**src/rtl/cheri_rvk_ctrl.sv**
```systemverilog
// cheri_rvk_ctrl: reserves capability-load destinations, checks loaded heap
// capabilities against the revocation bitmap and releases registers in order.
module cheri_rvk_ctrl #(
  parameter int unsigned Depth    = 2,
  parameter logic [31:0] RevBase  = 32'h0000_0000,
  parameter logic [31:0] HeapBase = 32'h8000_0000,
  parameter logic [31:0] HeapSize = 32'h0004_0000
) (
  input  logic        clk_i,
  input  logic        rst_ni,
  input  logic        clc_req_i,
  input  logic [4:0]  clc_rd_i,
  output logic        clc_req_rdy_o,
  input  logic        clc_resp_valid_i,
  input  logic [4:0]  clc_resp_rd_i,
  input  logic        clc_resp_tag_i,
  input  logic [31:0] clc_resp_base_i,
  output logic        bm_req_o,
  output logic [31:0] bm_addr_o,
  input  logic        bm_gnt_i,
  input  logic        bm_rvalid_i,
  input  logic [31:0] bm_rdata_i,
  input  logic        bm_err_i,
  output logic [4:0]  trsv_addr_o,
  output logic        trsv_en_o,
  output logic [6:0]  trsv_par_o,
  output logic [4:0]  trvk_addr_o,
  output logic        trvk_en_o,
  output logic        trvk_clrtag_o,
  output logic [6:0]  trvk_par_o
);
  localparam int unsigned CW = $clog2(Depth + 1);
  typedef enum logic [1:0] {IDLE, REQ, WAIT, RVK} state_e;
  typedef struct packed {
    logic [4:0]  rd;
    logic        look;
    logic [28:0] gran;
  } entry_t;
  state_e        state_q, state_d;
  entry_t        fifo_q [Depth];
  entry_t        fifo_d [Depth];
  entry_t        new_entry;
  logic [CW-1:0] cnt_q, cnt_d, credits_q, credits_d, wr_idx;
  logic          bm_req_q, bm_req_d, trvk_en_q, trvk_en_d, trvk_clrtag_q, trvk_clrtag_d;
  logic [31:0]   bm_addr_q, bm_addr_d, new_off;
  logic [4:0]    trvk_addr_q, trvk_addr_d;
  logic          push, pop, in_heap, unused_off;
  // Inverted Hsiao SECDED(39,32): an all-zero word encodes to check bits 7'h2a.
  function automatic logic [6:0] secded_inv(input logic [31:0] d);
    return {^(d & 32'h98505586), ^(d & 32'h2DCC624C), ^(d & 32'hC2C1323B),
            ^(d & 32'h31234ED1), ^(d & 32'h413D89AA), ^(d & 32'hDEBA8050),
            ^(d & 32'h2606BD25)} ^ 7'h2a;
  endfunction
  assign trsv_en_o     = clc_req_i & (clc_rd_i != 5'd0);
  assign trsv_addr_o   = trsv_en_o ? clc_rd_i : 5'd0;
  assign trsv_par_o    = secded_inv({26'b0, trsv_en_o, trsv_addr_o});
  assign trvk_par_o    = secded_inv({25'b0, trvk_en_q, trvk_clrtag_q, trvk_addr_q});
  assign clc_req_rdy_o = credits_q < CW'(Depth);
  assign bm_req_o      = bm_req_q;
  assign bm_addr_o     = bm_addr_q;
  assign trvk_en_o     = trvk_en_q;
  assign trvk_addr_o   = trvk_addr_q;
  assign trvk_clrtag_o = trvk_clrtag_q;
  // Offsets are kept as 8-byte granule indices; the low bits never matter.
  assign new_off    = clc_resp_base_i - HeapBase;
  assign unused_off = ^new_off[2:0];
  assign in_heap    = ({1'b0, clc_resp_base_i} >= {1'b0, HeapBase}) &&
                      ({1'b0, clc_resp_base_i} < ({1'b0, HeapBase} + {1'b0, HeapSize}));
  assign new_entry  = '{rd: clc_resp_rd_i, look: clc_resp_tag_i & in_heap, gran: new_off[31:3]};
  assign push       = clc_resp_valid_i & (clc_resp_rd_i != 5'd0);
  assign pop        = state_q == RVK;
  assign wr_idx     = cnt_q - CW'(pop);
  always_comb begin
    fifo_d = fifo_q;
    if (pop) for (int i = 0; i < int'(Depth) - 1; i++) fifo_d[i] = fifo_q[i+1];
    for (int i = 0; i < int'(Depth); i++) if (push && CW'(i) == wr_idx) fifo_d[i] = new_entry;
    cnt_d     = cnt_q + CW'(push) - CW'(pop);
    credits_d = credits_q + CW'(trsv_en_o) - CW'(trvk_en_q);
  end
  always_comb begin
    state_d       = state_q;
    trvk_clrtag_d = 1'b0;
    unique case (state_q)
      IDLE: if (cnt_q != '0) state_d = fifo_q[0].look ? REQ : RVK;
      REQ:  if (bm_gnt_i) state_d = WAIT;
      WAIT: if (bm_rvalid_i) begin
        state_d       = RVK;
        trvk_clrtag_d = bm_err_i | bm_rdata_i[fifo_q[0].gran[4:0]];
      end
      RVK:  state_d = IDLE;
      default: state_d = IDLE;
    endcase
    bm_req_d    = state_d == REQ;
    bm_addr_d   = bm_req_d ? RevBase + {6'b0, fifo_q[0].gran[28:5], 2'b00} : 32'd0;
    trvk_en_d   = state_d == RVK;
    trvk_addr_d = trvk_en_d ? fifo_q[0].rd : 5'd0;
  end
  always_ff @(posedge clk_i or negedge rst_ni) begin
    if (!rst_ni) begin
      state_q       <= IDLE;
      fifo_q        <= '{default: '0};
      cnt_q         <= '0;
      credits_q     <= '0;
      bm_req_q      <= 1'b0;
      bm_addr_q     <= 32'd0;
      trvk_en_q     <= 1'b0;
      trvk_addr_q   <= 5'd0;
      trvk_clrtag_q <= 1'b0;
    end else begin
      state_q       <= state_d;
      fifo_q        <= fifo_d;
      cnt_q         <= cnt_d;
      credits_q     <= credits_d;
      bm_req_q      <= bm_req_d;
      bm_addr_q     <= bm_addr_d;
      trvk_en_q     <= trvk_en_d;
      trvk_addr_q   <= trvk_addr_d;
      trvk_clrtag_q <= trvk_clrtag_d;
    end
  end
  assert property (@(posedge clk_i) disable iff (!rst_ni) !(push && cnt_q == CW'(Depth) && !pop));
endmodule

```
**config.mk**
```make
export PLATFORM = sky130hd
export DESIGN_NAME = cheri_rvk_ctrl
export DESIGN_NICKNAME = d
export VERILOG_FILES = /design/src/rtl/cheri_rvk_ctrl.sv
export SDC_FILE = /design/constraint.sdc
export NUM_CORES = 1
export LEC_CHECK = 0
export CORE_MARGIN = 5
export CORE_UTILIZATION = 31
export CTS_BUF_LIST = sky130_fd_sc_hd__clkbuf_2 sky130_fd_sc_hd__clkbuf_4 sky130_fd_sc_hd__clkbuf_8
export DETAILED_ROUTE_END_ITERATION = 7
export GPL_ROUTABILITY_DRIVEN = 0
export SETUP_SLACK_MARGIN = 0.4
export SKIP_CTS_REPAIR_TIMING = 1
export SYNTH_ARGS = -nofsm -noshare
export SYNTH_HDL_FRONTEND = slang
export SYNTH_SLANG_ARGS = --single-unit
```
**constraint.sdc**
```tcl
create_clock -name clk_i -period 3.2 [get_ports clk_i]
set_input_delay 0.48 -clock clk_i [delete_from_list [all_inputs] [get_ports clk_i]]
set_output_delay 0.48 -clock clk_i [all_outputs]
set_load 0.02 [all_outputs]
```
==> impl_metrics.ini <==
[clock_tree]
clkLatencyLatePin_ps = 380
cts_buffer_depth = 2
cts_tree = built
clkSinkCount = 108
numCtsBuffers = 9
htree_num_levels = 3
clk_pin_slew_worst_paths_ps = 100
clockRootBuffer = clkbuf_8

[sta]
fin_tns_setup_ps = 0
hold_violations = 0
slew_headroom = 0.5577
setup_viol = 0
worst_slew_pin_slew_ps = 663.4
rsz0062_at_grt = false
fmax_mhz = 391.0
slew_violations = 0
fin_crit_ps = 2558
fin_ws_ps = 642.4
holdWs_ps = 130.4
finalCritPeriodShare = 0.7993
skew_ps = 11.53

[setup_path]
cp.required_ps = 2720
critical_path.slowest_cell = clkdlybuf4s50_1
r2r_cells = 7
critPathBufInv = 1
cp_max_fo = 3
slowest_delay_ps = 630
r2r_slack_ps = 1100
path_class = flip-flop to output pin
r2r-end = fifo_q[26]
crit_chain = xnor2_1 > xnor2_1 > xnor2_1 > clkdlybuf4s50_1
critPathCaptureType = output pin
rr_startpoint = state_q[1]
cp_top_family = XOR/XNOR gates
worstSetupStartpointType = flip-flop
arrival_ps = 2080
crit_path_frequent_cell = xnor2_1

[global_route]
grt_pass1_vias = 3578
grt_pass1_wl_um = 18240
antenna_found_initial = 0
grt_max_degree = 60
grt.overflow.total = 0
grt_usage = 0.1252

[place]
place_hpwl_um = 7911
place_ws_ps = 126.6
port_buffers = 131

[die]
start_util = 0.3130
ios = 143
core-area_um2 = 15710
design.die.area_um2 = 18490
die_y_um = 136.0
row_count = 46
die_w_um = 136.0

[synth]
synth_top_area_frac = 0.5495
async_flop_share = 1.000
synth_area_leaders = dfrtp_1 55%, mux2i_1 7.9%, mux2_2 7.8%
synth_area_leader_cell = dfrtp_1
synth_flop_cell = dfrtp_1
synth_common_cells = 108 x dfrtp_1, 41 x nor2_1, 39 x mux2i_1
syn_area_um2 = 4918
synth_cells = 403
synth_edf_count = 0
avgSynthCellArea_um2 = 12.20
yosysMostFrequentCell = dfrtp_1
ys_ff_latch = 108
ys_warn_count = 0
yosysSeqAreaShare = 0.5495
yosys.cell_types.count = 35

[routing]
drt_wl_total_um = 11240
wire_per_inst_um = 14.99
vias = 3316
drc = 0
drt_first_iter_violations = 142
ant_nets = 0
vias_per_cell = 4.421
dr.pass1.iters = 4

[final_layout]
fillers = 1537
n_antenna_cell = 0
areaGrowthSynthToFinish_pct = 34.52
final_layout_size_suffix_gt1_frac = 0.1311
layout.nets = 617

[status]
status = complete, no violations

[pwr]
static-leakage-power_nw = 2.990
power_density_nw_per_um2 = 889.6
vdd_drop_max_mv = 0.7880
total_power_mw = 5.886

[min_path]
min-delay-path-class = input port to async pin

[flow_run]
drv_cap = 0
[sequential cells by signal (all words and copies together), names as in the netlist]
name / flops
fifo_q: 70
bm_addr_o: 24
trvk_addr_o: 5
cnt_q: 2
credits_q: 2
state_q: 2
bm_req_o: 1
trvk_clrtag_o: 1
trvk_en_o: 1
[layout by cell type, fill, tap and decap left out, types with 7 or more instances in the layout]
master           synthesis  layout
clkdlybuf4s50_1          0     126
dfrtp_1                108     108
nor2_1                  41      40
mux2i_1                 39      39
a21oi_1                 36      36
and2_1                  34      34
mux2_2                  34      34
xnor2_1                 15      15
inv_1                   10      10
clkbuf_8                 0       9
conb_1                   1       8
nand2_1                  8       7
xor2_1                   7       7
mux4_2                   7       7
[stage by stage]
step	utilization	cells	instance area [µm²]
detailed placement	0.4097	735	6437
floorplan	-	410	4945
CTS	0.4202	750	6603
finish	0.4211	750	6616
global placement	0.4097	735	6437
global route	0.4211	750	6616
[per-layer routing]
layer,GRT usage,vias up,share of wire
met4,0.03303,0,0.0095
met1,0.1509,1623,0.42
met2,0.2190,78,0.51
li1,-,1609,-
met5,0,-,0
met3,0.03701,6,0.057
[logic make-up (layout without fill, tap and decap cells)]
group / Yosys count / count (layout) / share of synthesized area
AOI/OAI and AO/OA: 48 / 48 / 0.05825
xor gates and xnor gates: 22 / 22 / 0.03918
adders and majority gates: 5 / 5 / 0.01272
buffers and inverters: 38 / 162 / 0.04274
DFF: 108 / 108 / 0.5495
muxes: 82 / 82 / 0.1938
other: 1 / 8 / 0.0007624
and+or+nand+nor: 99 / 99 / 0.1030
[area by class of cell]
cell class / instances / area [µm²] / area share
Tap cell: 216 / 270.3 / 0.04085
Sequential cell: 108 / 2703 / 0.4085
Timing Repair Buffer: 137 / 1389 / 0.2099
Clock inverter: 6 / 41.29 / 0.006241
Clock buffer: 9 / 123.9 / 0.01872
Inverter: 10 / 37.54 / 0.005673
Multi-Input combinational cell: 264 / 2052 / 0.3101
[report_power, final]
| part | leakage, nW | switching [mW] | internal [mW] | total (mW) |
|---|---|---|---|---|
| logic | 1.58 | 1.31 | 1.50 | 2.81 |
| clock network | 0.0775 | 0.464 | 0.279 | 0.743 |
| registers | 1.33 | 0.381 | 1.95 | 2.33 |
[worst max path at each step]
stage / depth (start not counted) / slack (ps) / startpoint / to
after global placement: 5 / 160 / clc_rd_i[0] / trsv_en_o
after detailed placement: 5 / 130 / clc_rd_i[0] / trsv_en_o
after global routing: 4 / 520 / trvk_addr_o[1] / trvk_par_o[4]
after CTS: 5 / 130 / clc_rd_i[0] / trsv_en_o
final: 4 / 640 / trvk_addr_o[1] / trvk_par_o[4]
after floorplan: 9 / 490 / state_q[1] / fifo_q[26]
Power figures use the tool's default switching activity.
